### src/rtl/muldiv_ctrl.sv
// muldiv_ctrl: iterative 32-bit MULT/MULTU/DIV/DIVU engine that owns the HI/LO registers.
// Define MULDIV_DIV_EN to include the restoring divider; without it only multiplies run.
module muldiv_ctrl (
  input  logic        clk,
  input  logic        reset,
  input  logic        op_valid,
  input  logic [1:0]  op_type,
  input  logic [31:0] op_a,
  input  logic [31:0] op_b,
  input  logic        mthi,
  input  logic        mtlo,
  input  logic [31:0] mt_data,
  input  logic        mf_req,
  input  logic        flush,
  output logic        busy,
  output logic        stall,
  output logic        done,
  output logic [31:0] hi,
  output logic [31:0] lo
);

  typedef enum logic [1:0] {IDLE, CALC, FIN} state_e;

  state_e      state_q, state_d;
  logic [4:0]  cnt_q, cnt_d;
  logic [31:0] mb_q, mb_d;      // |op_b|: multiplicand or divisor
  logic [31:0] p_hi_q, p_hi_d;  // product high half / remainder
  logic [31:0] p_lo_q, p_lo_d;  // remaining multiplier bits / quotient
  logic        sa_q, sa_d, sb_q, sb_d;
  logic [31:0] hi_q, hi_d, lo_q, lo_d;
  logic        done_q, done_d;
  logic        op_ok, accept;
  logic [32:0] add_sum;
  logic [63:0] prod;
`ifdef MULDIV_DIV_EN
  logic        is_div_q, is_div_d, b_zero_q, b_zero_d;
  logic [32:0] shifted;
  logic [33:0] diff;
  logic [31:0] quot, rem;
`endif

  assign busy  = (state_q != IDLE);
  assign stall = busy & (op_valid | mf_req | mthi | mtlo);
  assign done  = done_q;
  assign hi    = hi_q;
  assign lo    = lo_q;

  always_comb begin
    // NOTE: every signal written here gets a default first so no latch can be inferred.
    state_d = state_q;
    cnt_d   = cnt_q;
    mb_d    = mb_q;
    p_hi_d  = p_hi_q;
    p_lo_d  = p_lo_q;
    sa_d    = sa_q;
    sb_d    = sb_q;
    hi_d    = hi_q;
    lo_d    = lo_q;
    done_d  = 1'b0;
`ifdef MULDIV_DIV_EN
    op_ok    = 1'b1;
    is_div_d = is_div_q;
    b_zero_d = b_zero_q;
    shifted  = {p_hi_q, p_lo_q[31]};
    diff     = {1'b0, shifted} - {2'b00, mb_q};
    quot     = (sa_q ^ sb_q) ? -p_lo_q : p_lo_q;
    rem      = sa_q ? -p_hi_q : p_hi_q;
`else
    op_ok    = ~op_type[1];
`endif
    accept  = op_valid & ~busy & ~flush & op_ok;
    add_sum = {1'b0, p_hi_q} + (p_lo_q[0] ? {1'b0, mb_q} : 33'd0);
    prod    = (sa_q ^ sb_q) ? -{p_hi_q, p_lo_q} : {p_hi_q, p_lo_q};

    if (flush && busy) begin
      state_d = IDLE;
    end else begin
      unique case (state_q)
        IDLE: begin
          if (accept) begin
            state_d = CALC;
            cnt_d   = 5'd0;
            sa_d    = ~op_type[0] & op_a[31];
            sb_d    = ~op_type[0] & op_b[31];
            p_hi_d  = 32'd0;
            p_lo_d  = sa_d ? -op_a : op_a;
            mb_d    = sb_d ? -op_b : op_b;
`ifdef MULDIV_DIV_EN
            is_div_d = op_type[1];
            b_zero_d = (op_b == 32'd0);
`endif
          end else begin
            if (mthi) hi_d = mt_data;
            if (mtlo) lo_d = mt_data;
          end
        end
        CALC: begin
          cnt_d = cnt_q + 5'd1;
          if (cnt_q == 5'd31) state_d = FIN;
`ifdef MULDIV_DIV_EN
          if (is_div_q) begin
            // Restoring step: keep the trial difference only when it did not go negative.
            if (!diff[33]) begin
              p_hi_d = diff[31:0];
              p_lo_d = {p_lo_q[30:0], 1'b1};
            end else begin
              p_hi_d = shifted[31:0];
              p_lo_d = {p_lo_q[30:0], 1'b0};
            end
          end else begin
            p_hi_d = add_sum[32:1];
            p_lo_d = {add_sum[0], p_lo_q[31:1]};
          end
`else
          p_hi_d = add_sum[32:1];
          p_lo_d = {add_sum[0], p_lo_q[31:1]};
`endif
        end
        FIN: begin
          state_d = IDLE;
          done_d  = 1'b1;
`ifdef MULDIV_DIV_EN
          if (is_div_q) begin
            // A zero divisor leaves |op_a| as remainder, so rem restores op_a itself.
            lo_d = b_zero_q ? 32'hFFFF_FFFF : quot;
            hi_d = rem;
          end else begin
            {hi_d, lo_d} = prod;
          end
`else
          {hi_d, lo_d} = prod;
`endif
        end
        default: state_d = IDLE;
      endcase
    end
  end

  always_ff @(posedge clk) begin
    if (reset) begin
      state_q <= IDLE;
      cnt_q   <= 5'd0;
      hi_q    <= 32'd0;
      lo_q    <= 32'd0;
      done_q  <= 1'b0;
    end else begin
      state_q <= state_d;
      cnt_q   <= cnt_d;
      hi_q    <= hi_d;
      lo_q    <= lo_d;
      done_q  <= done_d;
    end
  end

  // NOTE: datapath registers skip reset; accept always loads them before CALC reads them.
  always_ff @(posedge clk) begin
    mb_q   <= mb_d;
    p_hi_q <= p_hi_d;
    p_lo_q <= p_lo_d;
    sa_q   <= sa_d;
    sb_q   <= sb_d;
`ifdef MULDIV_DIV_EN
    is_div_q <= is_div_d;
    b_zero_q <= b_zero_d;
`endif
  end

endmodule

### config.mk
export PLATFORM = sky130hd
export DESIGN_NAME = muldiv_ctrl
export DESIGN_NICKNAME = d
export VERILOG_FILES = /design/src/rtl/muldiv_ctrl.sv
export SDC_FILE = /design/constraint.sdc
export NUM_CORES = 1
export LEC_CHECK = 0
export ABC_AREA = 1
export CAP_MARGIN = 20
export CORE_AREA = 2 2 170 172
export DETAILED_ROUTE_END_ITERATION = 7
export DIE_AREA = 0 0 172 174
export GPL_ROUTABILITY_DRIVEN = 0
export PLACE_DENSITY = 0.67
export RECOVER_POWER = 50
export REMOVE_ABC_BUFFERS = 1
export SYNTH_ARGS = -nofsm -noshare
export SYNTH_HDL_FRONTEND = slang
export SYNTH_SLANG_ARGS = --single-unit
### constraint.sdc
create_clock -name clk -period 7.5 [get_ports clk]
set_clock_uncertainty 0.1 [all_clocks]
set_input_delay 1.5 -clock clk [delete_from_list [all_inputs] [get_ports clk]]
set_output_delay 1.5 -clock clk [all_outputs]
set_load 0.03 [all_outputs]
### After elaboration in Yosys (flattened, before gate mapping)

Index checks and enable logic that the tools add are counted.

* register bits: 170
* output and inout port bits: 67
* bits of input ports: 105
* logic and storage cells: 69

* muxes and demuxes: 20
* $add $sub $neg: 5
* reductions and logical operators: 11
* bitwise gates (word level): 15
* eq/ne operators: 8

Operators with widths (count)
* $mux W32: 9
* $pmux W32 S2: 4
* $mux W64: 1
* $neg A32 Y32: 2
* $neg A64 Y64: 1
* $add A32 B32 Y33: 1
* $ne A2 B2 Y1 const B: 5
* $pmux W5 S2: 1
* $reduce_and A4 Y1: 2
* $and A1 B1 Y1: 6
* $reduce_and A3 Y1: 2
* $reduce_bool A2 Y1: 3
* $add A5 B1 Y5 const B: 1
* $eq A5 B5 Y1 const B: 1
* $mux W5: 1
* $not A1 Y1: 5
* $mux W2: 2
* $pmux W2 S2: 1
* $or A1 B1 Y1: 3
* $eq A2 B1 Y1 const B: 1
* $eq A2 B2 Y1 const B: 1
* $logic_not A2 Y1: 1
* $reduce_and A2 Y1: 1
* $reduce_or A2 Y1: 1
* other kinds (3): 3

### Logic depth before layout (Yosys ltp)

* word-level depth: 7
* gate-level depth with buffers: 18
* depth with buffers taken out: 16

### Least setup slack after synthesis

No wires, ideal clock.

* path kind: in2reg
* start: input port op_valid
* end: register cnt_q[3]
* required time: 7.283 ns
* setup time: 0.117 ns
* stages on the path: 9
* slack: 1.800 ns
* path buffers: 0
* arrival time: 5.484 ns
* cell sequence: inv_1 > nor2_1 > nand3_2 > inv_2 > nor2_1 > nor3_2 > nand4_1 > xor2_1 > nor2_1

* longest elaborated chain between the ends: 5

Ends and longest elaborated chain
* from (decl): RTL line 6 `input logic op_valid,`
* $and A1 B1 Y1 (3 in series): RTL line 71 `accept = op_valid & ~busy & ~flush & op_ok;`
* $ne A2 B2 Y1 (no source line)
* $reduce_and A3 Y1 (no source line)
* to (signal assigned): RTL line 148 `cnt_q <= cnt_d;`
* to (decl): RTL line 25 `logic [4:0] cnt_q, cnt_d;`

Every way passes these cells.
A chain may end at the register's enable or synchronous reset.

### Final worst setup path

Ends and elaborated chain as after synthesis.

==> results.py <==
metrics = {
    "status": {
        "outcome": "finished with violations",
        "violations": "capacitance limit, slew limit",
    },
    "detailed_routing": {
        "ant_nets": 0,
        "drt_first_pass_iters": 7,
        "vias_per_cell": 5.501,
        "drt-initial-drc-count": 1440,
        "num_vias": 13260,
        "drc": 0,
        "wl_mm": 39.32,
        "wire_per_inst_microns": 16.31,
    },
    "timing": {
        "tns_ns": 0,
        "finalHoldViolations": 0,
        "max_freq_ghz": 0.2114,
        "final_max_slew_viol_count": 64,
        "worst_pin_slew_ns": 1.690,
        "fin_crit_sh_pct": 63.07,
        "slew_headroom_pct": -12.68,
        "setup_viol": 0,
        "fin_crit_ns": 4.730,
        "grt_setup_unrepaired": "false",
    },
    "floorplan": {
        "die_width_microns": 172,
        "fp.dieArea_sq_mm": 0.02993,
        "io_pins": 172,
        "rows": 62,
        "start_util_pct": 44.15,
        "core-area_sq_mm": 0.02824,
        "fp.dieH_microns": 174,
    },
    "synthesis": {
        "synth_common_cells": "nand2_1, nor2_1, inv_1",
        "synth-edff-count": 98,
        "syn_inst": 1874,
        "synth.distinct_cells": 39,
        "ys_warn_count": 0,
        "syn_area_sq_mm": 0.01247,
        "synth_top_cell_by_area": "edfxtp_1",
        "ys.flop_type": "edfxtp_1",
        "synth-async-reset-ratio_pct": 0,
        "synth_seq_cells": 170,
        "yosysMostFrequentCell": "nand2_1",
        "synth_seq_area_share_pct": 35.17,
        "synth_top_area_share_pct": 23.60,
        "synth_area_leaders": "edfxtp_1, nand2_1, dfxtp_1, nor2_1, a21oi_1",
        "syn_avg_cell_area_sq_um": 6.653,
    },
    "final_layout": {
        "drive_gt1_share_pct": 3.897,
        "diodes": 0,
        "fin_nets": 2157,
        "areaGrowthSynthToFinish_pct": 21.57,
    },
    "setup_path": {
        "cp.required_ns": 7.74,
        "path_buf_inv": 4,
        "cp_max_fo": 68,
        "cp_slowest_cell": "inv_1",
        "cp.arrival_ns": 4.97,
        "critical-path-top-delay-family": "buffers and inverters",
        "cp-end-kind": "flip-flop",
        "worstSetupPathType": "in -> reg",
        "crit_path_frequent_cell": "nor2_1",
        "cpPeakStageDelay_ns": 1.03,
        "cp-start-kind": "input pin",
        "cp_cell_sequence": "dlygate4sd3_1 -> inv_1 -> nor2_1 -> nand3_1 -> inv_1 -> nor2_1 -> nor3_4 -> buf_4 -> nand4_1 -> xor2_1 -> nor2_1",
    },
    "power": {
        "p_leak_nw": 6.434,
        "power_density_mw_per_mm2": 176.4,
        "report.power.total_mw": 2.673,
        "vdd_ir_drop_max_v": 0.0001545,
    },
    "global_route": {
        "track_usage_pct": 26.36,
        "grt_overflow": 0,
        "grt_max_degree": 70,
        "antenna_found_initial": 0,
        "grt_pass1_vias": 12140,
        "grt_pass1_wl_mm": 62.49,
    },
    "clock_network": {
        "cts_root_buf": "clkbuf_16",
        "post-cts-setup-buffers": 0,
        "cts_sinks": 170,
        "postCtsResizedCells": 0,
        "cts_buffers": 17,
        "tritoncts": "yes",
        "clkTransAtPathRegs_ns": 0.08,
        "h-tree-depth": 4,
        "clock_latency_ns": 0.44,
        "holdBufCountCts": 0,
        "clock_path_buffers": 2,
    },
    "run": {
        "cap_violations": 2,
    },
    "placed_design": {
        "hpwl_mm": 30.59,
        "port_buffers": 171,
    },
    "min_path": {
        "hold_path.class": "reg -> reg",
    },
}
-- state kept, by name (all words and copies together) (netlist names) --
register  flops
state_q       2
sa_q          1
cnt_q         5
hi           32
p_hi_q       32
done          1
mb_q         32
p_lo_q       32
lo           32
sb_q          1
-- logic make-up (layout without fill, tap and decap cells) --
logic type      count (synthesis)  count (layout)  synth area share, %
buf+inv                       263             416                8.159
xor+xnor                       46              46                3.232
simple gates                  962             962                32.93
compound gates                395             395                16.64
fa+ha+maj                      38              38                3.874
flops                         170             170                35.17
-- metal layers --
layer | share of wire (%) | GRT usage, % | vias to the layer above
met5 | 0 | 0 | -
met4 | 4.3 | 11.34 | 0
met3 | 7.1 | 3.438 | 109
met2 | 47 | 44.24 | 571
met1 | 42 | 33.90 | 6049
li1 | - | - | 6533
-- worst paths after layout --
kind / startpoint / end / slack, ns / cells past startpoint
max: op_valid / cnt_q[3] / 2.77 / 11
min: cnt_q[4] / cnt_q[4] / 0.37 / 2
max reg2reg: p_lo_q[0] / p_hi_q[27] / 3.54 / 14
min reg2reg: cnt_q[4] / cnt_q[4] / 0.37 / 2
-- power by group --
part           switching, mW  internal, mW
sequential            0.0541          1.06
clock                  0.402         0.577
combinational          0.365         0.212
total                  0.821          1.85
-- worst reg2reg max path, delay by kind of cell (launching register included) --
kind,cells,cell delay (ns)
flops,1,0.32
simple gates,7,0.78
buf+inv,2,1.34
fa+ha+maj,2,0.40
compound gates,3,0.78
-- stage by stage --
stage | setup slack [ns] | cell area (sq um) | hold WS, ns | cells | util, %
6_report | 2.770 | 15160 | 0.3748 | 2411 | 53.67
5_1_grt | 2.388 | 15160 | 0.4119 | 2411 | 53.67
4_1_cts | 3.028 | 15150 | 0.3764 | 2410 | 53.66
3_5_place_dp | 2.854 | 14490 | 0.3669 | 2378 | 51.33
3_3_place_gp | 2.915 | 14490 | 0.3565 | 2378 | 51.33
2_1_floorplan | 1.798 | 12210 | 0.3435 | 1813 | -
-- placed cells by master (no fill, tap or decap), drive strengths merged --
cell and count:
edfxtp 98, clkdlybuf4s50 101, ha 37, nand3 178, nor3 26, a21o 6
a21oi 188, o21a 5, a31oi 6, nand3b 17, o21bai 9, and2 1
o31ai 1, bufinv 3, xor2 37, xnor2 9, dlygate4sd3 70, clkinv 3
o211ai 6, o21ai 174, and3 1, nand4 16, inv 208, clkbuf 22
buf 9, nor4 7, nand2 426, fa 1, or2 12, dfxtp 72
nor2 278
-- area by class of cell --
cell class              count  area (sq um)
inverters                 202         758.2
repair buffers            182          1807
flip-flops and latches    170          4384
fillers                  2806         13080
multi-input cells        1441          7067
clock buffers              20         500.5
well taps                 384         480.5
clock inverters            12         158.9
No activity file was read; power rests on OpenSTA's default activity.
